[src/rtl/fetch_resp_pkg.sv]
// Shared types and helpers for the fetch responder: FSM state encoding,
// the stall LFSR tap mask, and the address-derived line pattern.
package fetch_resp_pkg;

    typedef enum logic [1:0] {
        IDLE = 2'd0,
        LAT  = 2'd1,
        RESP = 2'd2
    } fetch_state_t;

    // Fibonacci taps 16,14,13,11 expressed as a mask over state bits 15..0
    localparam logic [15:0] LFSR_TAPS = 16'hB400;

    // Line width produced by line_pattern
    localparam int LINE_W = 128;

    // One 32-bit word of the line: line-aligned base plus 4*word index, keyed
    function automatic logic [31:0] pattern_word(
        input logic [31:0] addr,
        input logic [31:0] word_idx,
        input logic [31:0] key
    );
        return ((addr & 32'hFFFF_FFF0) + (word_idx << 2)) ^ key;
    endfunction

    // Full response line for a byte address
    function automatic logic [LINE_W-1:0] line_pattern(
        input logic [31:0] addr,
        input logic [31:0] key
    );
        logic [LINE_W-1:0] line;
        line = '0;
        for (int k = 0; k < LINE_W / 32; k++) begin
            line[32*k +: 32] = pattern_word(addr, 32'(k), key);
        end
        return line;
    endfunction

endpackage

[src/rtl/lfsr16.sv]
// 16-bit Fibonacci LFSR with a reset seed and an advance enable.
module lfsr16
    import fetch_resp_pkg::*;
#(
    parameter logic [15:0] SEED = 16'hACE1
) (
    input  logic        clk,
    input  logic        rst_n,
    input  logic        en,
    output logic [15:0] lfsr_state
);

    // Shift left, feeding back the XOR of the tapped bits
    always_ff @(posedge clk) begin
        if (!rst_n) begin
            lfsr_state <= SEED;
        end else if (en) begin
            lfsr_state <= {lfsr_state[14:0], ^(lfsr_state & LFSR_TAPS)};
        end
    end

endmodule

[src/rtl/fetch_resp_128.sv]
// Responder end of the 128-bit fetch req/gnt/rvalid protocol: grants with
// bounded pseudo-random stalls, returns an address-derived line after a fixed
// latency, and flags initiator protocol violations.
module fetch_resp_128
    import fetch_resp_pkg::*;
#(
    parameter int          FETCH_ADDR_WIDTH = 32,
    parameter int          FETCH_DATA_WIDTH = 128,
    parameter int          RESP_LATENCY     = 2,
    parameter logic [31:0] PATTERN_KEY      = 32'hA5A5_0000,
    parameter logic [15:0] LFSR_SEED        = 16'hACE1
) (
    input  logic                        clk,
    input  logic                        rst_n,
    input  logic                        fetch_req_i,
    input  logic [FETCH_ADDR_WIDTH-1:0] fetch_addr_i,
    output logic                        fetch_gnt_o,
    output logic                        fetch_rvalid_o,
    output logic [FETCH_DATA_WIDTH-1:0] fetch_rdata_o,
    input  logic                        stall_en_i,
    output logic [31:0]                 trans_cnt_o,
    output logic                        proto_err_o
);

    localparam int         NUM_WORDS = FETCH_DATA_WIDTH / 32;
    localparam logic [3:0] LAT_INIT  = (RESP_LATENCY >= 2) ? 4'(RESP_LATENCY - 2) : 4'd0;

    fetch_state_t                state_reg, state_next;
    logic [3:0]                  lat_cnt_reg, lat_cnt_next;
    logic [1:0]                  stall_cnt_reg;
    logic [FETCH_ADDR_WIDTH-1:0] addr_reg;
    logic [FETCH_ADDR_WIDTH-1:0] pend_addr_reg;
    logic                        req_pend_reg;
    logic [15:0]                 lfsr;
    logic                        grant_window;
    logic                        stall;
    logic                        gnt;
    logic [FETCH_ADDR_WIDTH-1:0] pat_addr;
    logic [31:0]                 pat_addr32;
    logic [FETCH_DATA_WIDTH-1:0] pat_line;
    logic                        unused_lfsr_bits;

    lfsr16 #(
        .SEED(LFSR_SEED)
    ) u_lfsr (
        .clk        (clk),
        .rst_n      (rst_n),
        .en         (1'b1),
        .lfsr_state (lfsr)
    );

    // Only the low two LFSR bits steer stalls
    assign unused_lfsr_bits = ^lfsr[15:2];

    // Grant decision: window open, not stalled, never during reset
    always_comb begin
        grant_window = (state_reg == IDLE) || (state_reg == RESP);
        stall        = stall_en_i && (lfsr[1:0] == 2'b00) && (stall_cnt_reg < 2'd3);
        gnt          = rst_n && fetch_req_i && grant_window && !stall;
        fetch_gnt_o  = gnt;
    end

    // Next-state logic; a grant in IDLE or RESP takes the accept path
    always_comb begin
        state_next   = state_reg;
        lat_cnt_next = lat_cnt_reg;
        case (state_reg)
            IDLE, RESP: begin
                if (gnt) begin
                    if (RESP_LATENCY == 1) begin
                        state_next = RESP;
                    end else begin
                        state_next   = LAT;
                        lat_cnt_next = LAT_INIT;
                    end
                end else begin
                    state_next = IDLE;
                end
            end
            LAT: begin
                if (lat_cnt_reg == 4'd0) begin
                    state_next = RESP;
                end else begin
                    lat_cnt_next = lat_cnt_reg - 4'd1;
                end
            end
            default: state_next = IDLE;
        endcase
    end

    // The line entering RESP comes from the live address when granting with
    // single-cycle latency, otherwise from the captured address
    assign pat_addr = gnt ? fetch_addr_i : addr_reg;

    generate
        if (FETCH_ADDR_WIDTH >= 32) begin : g_addr_trunc
            assign pat_addr32 = pat_addr[31:0];
            if (FETCH_ADDR_WIDTH > 32) begin : g_addr_hi
                logic unused_addr_hi;
                assign unused_addr_hi = ^pat_addr[FETCH_ADDR_WIDTH-1:32];
            end
        end else begin : g_addr_ext
            assign pat_addr32 = {{(32 - FETCH_ADDR_WIDTH){1'b0}}, pat_addr};
        end
    endgenerate

    genvar gi;
    generate
        for (gi = 0; gi < NUM_WORDS; gi++) begin : g_word
            assign pat_line[32*gi +: 32] = pattern_word(pat_addr32, 32'(gi), PATTERN_KEY);
        end
    endgenerate

    // FSM state, latency counter and captured request address
    always_ff @(posedge clk) begin
        if (!rst_n) begin
            state_reg   <= IDLE;
            lat_cnt_reg <= 4'd0;
            addr_reg    <= '0;
        end else begin
            state_reg   <= state_next;
            lat_cnt_reg <= lat_cnt_next;
            if (gnt) begin
                addr_reg <= fetch_addr_i;
            end
        end
    end

    // Count consecutive stalled cycles so a grant is forced after three
    always_ff @(posedge clk) begin
        if (!rst_n) begin
            stall_cnt_reg <= 2'd0;
        end else if (gnt) begin
            stall_cnt_reg <= 2'd0;
        end else if (fetch_req_i && grant_window && stall) begin
            stall_cnt_reg <= stall_cnt_reg + 2'd1;
        end
    end

    // Registered response: valid and data load on the edge entering RESP
    always_ff @(posedge clk) begin
        if (!rst_n) begin
            fetch_rvalid_o <= 1'b0;
            fetch_rdata_o  <= '0;
        end else begin
            fetch_rvalid_o <= (state_next == RESP);
            fetch_rdata_o  <= (state_next == RESP) ? pat_line : '0;
        end
    end

    // Completed-response counter, stepped once per RESP cycle
    always_ff @(posedge clk) begin
        if (!rst_n) begin
            trans_cnt_o <= 32'd0;
        end else if (state_reg == RESP) begin
            trans_cnt_o <= trans_cnt_o + 32'd1;
        end
    end

    // Sticky error when a waiting request is withdrawn or changes address
    always_ff @(posedge clk) begin
        if (!rst_n) begin
            req_pend_reg  <= 1'b0;
            pend_addr_reg <= '0;
            proto_err_o   <= 1'b0;
        end else begin
            if (req_pend_reg && (!fetch_req_i || (fetch_addr_i != pend_addr_reg))) begin
                proto_err_o <= 1'b1;
            end
            req_pend_reg  <= fetch_req_i && !gnt;
            pend_addr_reg <= fetch_addr_i;
        end
    end

endmodule

[config.mk]
export PLATFORM = sky130hd
export DESIGN_NAME = fetch_resp_128
export DESIGN_NICKNAME = d
export VERILOG_FILES = /design/src/rtl/fetch_resp_pkg.sv /design/src/rtl/lfsr16.sv /design/src/rtl/fetch_resp_128.sv
export SDC_FILE = /design/constraint.sdc
export NUM_CORES = 1
export LEC_CHECK = 0
export CORE_UTILIZATION = 35
export CTS_CLUSTER_SIZE = 8
export DETAILED_ROUTE_END_ITERATION = 10
export RECOVER_POWER = 100
export SLEW_MARGIN = 20
export SYNTH_ARGS = -nofsm -noshare
export SYNTH_HDL_FRONTEND = slang
export SYNTH_SLANG_ARGS = --single-unit
[constraint.sdc]
create_clock -name clk -period 2.7 [get_ports clk]
set_input_delay 0.54 -clock clk [delete_from_list [all_inputs] [get_ports clk]]
set_output_delay 0.54 -clock clk [all_outputs]
set_load 0.02 [all_outputs]
Word level (Yosys, flattened, before mapping)
Index checks and enable logic that the tools add are counted.
{"block": "classes", "add_sub_neg": 6, "multipliers": 0, "n_div": 0, "magnitude_cmp": 1, "eq_ne": 6, "n_shift": 0, "muxes": 7, "bitwise": 5, "reduce_logical": 23}
{"cell": "32-bit by 4-bit adder with 32-bit output (second input constant)", "n": 2}
{"cell": "32-bit by 1-bit adder with 32-bit output (second input constant)", "n": 1}
{"cell": "32-bit by 3-bit adder with 32-bit output (second input constant)", "n": 1}
{"cell": "32-bit two-way mux", "n": 1}
{"cell": "32-bit != test", "n": 1}
{"cell": "8-bit NOT", "n": 4}
{"cell": "16-bit XOR reduction", "n": 1}
{"cell": "1-bit logical AND", "n": 9}
{"cell": "4-bit two-way mux", "n": 2}
{"cell": "4-bit case mux with 2 select lines", "n": 1}
{"cell": "2-bit equality test (second input constant)", "n": 2}
{"cell": "2-bit logical NOT", "n": 2}
{"cell": "4-bit logical NOT", "n": 1}
{"cell": "2-bit != test (second input constant)", "n": 2}
{"cell": "2-bit case mux with 2 select lines", "n": 1}
{"cell": "2-bit OR reduction", "n": 2}
{"cell": "4-bit by 1-bit subtractor with 4-bit output (second input constant)", "n": 1}
{"cell": "1-bit logical NOT", "n": 3}
{"cell": "3-bit AND reduction", "n": 1}
{"cell": "2-bit by 1-bit adder with 2-bit output (second input constant)", "n": 1}
{"cell": "2-bit by 1-bit equality test with 1-bit output (second input constant)", "n": 1}
{"cell": "1-bit logical OR", "n": 2}
{"cell": "2-bit < comparator (second input constant)", "n": 1}
{"cell": "2-bit two-way mux", "n": 1}
{"cell": "4 further kinds", "n": 4}
{"block": "totals", "register_bits": 251, "latch_bits": 0, "ram_bits": 0, "romBits": 0, "inputBits": 36, "out_inout_bits": 163, "word_cells": 61, "mem_count": 0}

Logic depth before layout (Yosys ltp)
{"block": "depth", "ltp_word": 9, "ltp_mapped": 7, "ltp_nobuf": 7}

By module
Synthesis repeated with hierarchy kept, for this count alone.
{"block": "hier_totals", "cells_unflattened": 734, "hier_area_um2": 6491.2}
{"mod": "fetch_resp_128", "n_inst": 1, "cells_each": 680, "area_per_inst_um2": 5860.6, "seq_area_each_um2": 2642.5}
{"mod": "lfsr16", "n_inst": 1, "cells_each": 54, "area_per_inst_um2": 630.6, "seq_area_each_um2": 320.3}

Least setup slack after synthesis
Ideal clock, no wire load.
{"block": "synth_path", "kind": "input -> output", "startpoint": "input stall_en_i", "endpoint": "output fetch_gnt_o", "arrival_ps": 1325, "required_ps": 2160, "setup_slack_ps": 835, "path_stages": 5, "path_buffers": 1, "cell_sequence": "nor4b_1 nor2_1 buf_2 nand2_1 inv_1"}
{"block": "synth_between", "elab_chain_len": 4}
{"item": "from (decl)", "line": "fetch_resp_128.sv:20", "text": "input logic stall_en_i,"}
{"item": "1-bit logical AND (2 in series)", "line": "fetch_resp_128.sv:58", "text": "stall = stall_en_i && (lfsr[1:0] == 2'b00) && (stall_cnt_reg < 2'd3);"}
{"item": "1-bit logical NOT", "line": "fetch_resp_128.sv:59", "text": "gnt = rst_n && fetch_req_i && grant_window && !stall;"}
{"item": "1-bit logical AND", "line": "fetch_resp_128.sv:59"}
{"item": "to (decl)", "line": "fetch_resp_128.sv:17", "text": "output logic fetch_gnt_o,"}
Every way passes these cells.

Worst setup path in the final report
Ends and elaborated chain as after synthesis.

==> results.ini <==
[critical_path]
worstReg2RegEnd = trans_cnt_o[26]
critPathMaxStageDelay_ns = 0.41
cp_top_family = buffers and inverters
crit_cells = 7
critPathKind = in2out
path_max_fanout = 2
worstSetupStartpointType = primary input
crit_arrival_ns = 1.97
crit_path_end_kind = primary output
cp_cell_sequence = clkdlybuf4s50_1, nor4b_1, buf_4, nor2_1, nand2_1, inv_1, dlygate4sd2_1
ff2ff_path_depth = 6
r2r_slack_ns = 0.60
crit_buf_inv = 4
cp_slowest_cell = clkdlybuf4s50_1
crit_required_ns = 2.16
reg2reg_from = trans_cnt_o[0]

[floorplanning]
io_pins = 199
coreArea_um2 = 17300
initial_core_util_pct = 35.8
die_w_um = 135
die-area_um2 = 18200
num_rows = 48
fp.dieH_um = 135

[grt]
use_met2_pct = 24.6
grt_pass1_vias = 4164
grt_overflow_total = 0
grt_usage_pct = 14.7
grt_start_max_net_pins = 114
gr-usage-met1_pct = 17.1
antenna_found_initial = 1
grt_use_met3_pct = 5.48
busiest_layer = met2
grt_pass1_wl_mm = 20.6

[timing]
final-hold-violation-count = 0
slew_viol_final = 114
setup_viol_count_final = 0
grt_setup_unrepaired = no
layout_min_cycle_time_ns = 2.51
post-route-period-util_pct = 93.0
worst_slack_ns = 0.188
skew_ns = 0.00721
tns_ns = 0
slew_headroom_pct = -18.8
worstMarginPinSlew_ns = 1.78
fmax_mhz = 398

[hold_path]
hold_class = reg2reg
hold_depth = 1
min-delay-start = u_lfsr.lfsr_state[9]
min_to = u_lfsr.lfsr_state[10]

[yosys]
postSynthCellCount = 646
syn_avg_cell_area_um2 = 9.58
synth_edf_count = 0
ys.flop_type = dfxtp_1
synthDistinctLibCells = 40
syn_area_um2 = 6190
yosysSeqAreaShare_pct = 47.9
async_flop_share_pct = 0
yosys_warnings = 0
synth_seq_cells = 148

[cts]
ctsLongestPathBuffers = 2
cts_root_buf = clkbuf_16
cts_hold_buf = 0
clk_latency_ns = 0.42
clkTransAtPathRegs_ns = 0.06
cts_sinks = 148
cts_buffers = 17
htree_levels = 4
tritoncts = yes

[layout]
fill_cells = 1598
final_common_cell = dlygate4sd3_1
most-common-layout-cells = dlygate4sd3_1 (153), dfxtp_1 (148), nand2_1 (74)
design_area_um2 = 8200
drive_above_1_share_pct = 6.17
syn_to_final_growth_pct = 32.6
antenna_cells = 0
stdcell_count = 987
nets = 790

[job]
drv_cap = 1

[placed_design]
routabilityCongestion = 0.766
io_buffers = 186
dpl.cell_count = 956
post_dp_cell_area_um2 = 7610
dp_hpwl_mm = 8.99
pre_cts_ws_ns = 0.00140

[detailed_routing]
drcViolationCount = 0
vias_per_cell = 4.41
vias = 4350
drtPass1Iterations = 4
ant_nets = 0
drtIter0Drc = 161
wl_per_cell_um = 13.0
routed_wl_mm = 12.8

[power]
ir_drop_mv = 0.411
power.density_nw_per_um2 = 628
p_leak_nw = 3.68
report.power.total_w = 0.00515

[run_status]
violations = max-capacitance violations, max-slew violations
status = finished, violations left

[synthesized netlist by cell type (all sizes together), types with 7 or more instances]
library cell	number	area share [%]
buf	106	13
nand3	11	1.2
nand2	74	4.5
and2	83	8.4
nand2b	10	1.0
nor2b	12	1.2
xnor2	28	4.0
a21boi	33	4.0
nor2	16	0.97
nor4	9	1.0
xor2	35	5.0
a21oi	7	0.57
nand4	15	1.8
dfxtp	148	48
clkbuf	17	1.1
[per-stage QoR]
stage               hold slack, ns  utilization [%]
finish                       0.404             47.4
CTS                          0.408             47.5
global placement             0.391             44.0
detailed placement           0.394             44.0
floorplan                    0.386                -
global route                 0.422             47.4
[worst max-delay path by stage]
stage                     startpoint           to  slack, ns
CTS                 stall_cnt_reg[0]  fetch_gnt_o       0.23
floorplan                 stall_en_i  fetch_gnt_o       0.84
global route        stall_cnt_reg[0]  fetch_gnt_o       0.06
finish                    stall_en_i  fetch_gnt_o       0.19
detailed placement        stall_en_i  fetch_gnt_o      0.001
global placement          stall_en_i  fetch_gnt_o      0.001
[where the power goes]
part | switching [W] | total [W] | internal (W) | leakage (nW)
Combinational | 0.000237 | 0.000434 | 0.000196 | 2.18
Sequential | 0.0000423 | 0.00232 | 0.00227 | 1.21
Clock | 0.000903 | 0.00241 | 0.00150 | 0.293
[final cells by class]
cell class | instances | area (µm²) | share of cell area [%]
Clock buffer | 20 | 457 | 5.57
Timing Repair Buffer | 197 | 1930 | 23.5
Inverter | 6 | 22.5 | 0.275
Sequential cell | 148 | 2960 | 36.1
Tap cell | 225 | 282 | 3.43
Clock inverter | 11 | 150 | 1.83
Multi-Input combinational cell | 380 | 2400 | 29.3
[routing by layer]
| layer | part of all wire (%) | vias up |
|---|---|---|
| li1 | - | 2179 |
| met1 | 44 | 2032 |
| met2 | 48 | 126 |
| met3 | 6.1 | 11 |
| met4 | 1.1 | 2 |
| met5 | 0.10 | - |
[timing repair]
| action | CTS | global route |
|---|---|---|
| endpoints found under the setup margin | 1 | 0 |
| endpoints found under the hold margin | 0 | 0 |
| setup buffers | 0 | 0 |
| gates resized for setup | 1 | 0 |
[cells by family after synthesis]
kind of cell,after synthesis,share of synthesized area [%]
adders and majority gates,4,0.809
buffers and inverters,129,14.0
DFF,148,47.9
and+or+nand+nor,254,23.1
other,1,0.0606
xor gates and xnor gates,63,8.92
muxes,2,0.324
AOI/OAI and AO/OA,45,4.97
Note: power is estimated with default switching activity, not from simulation.
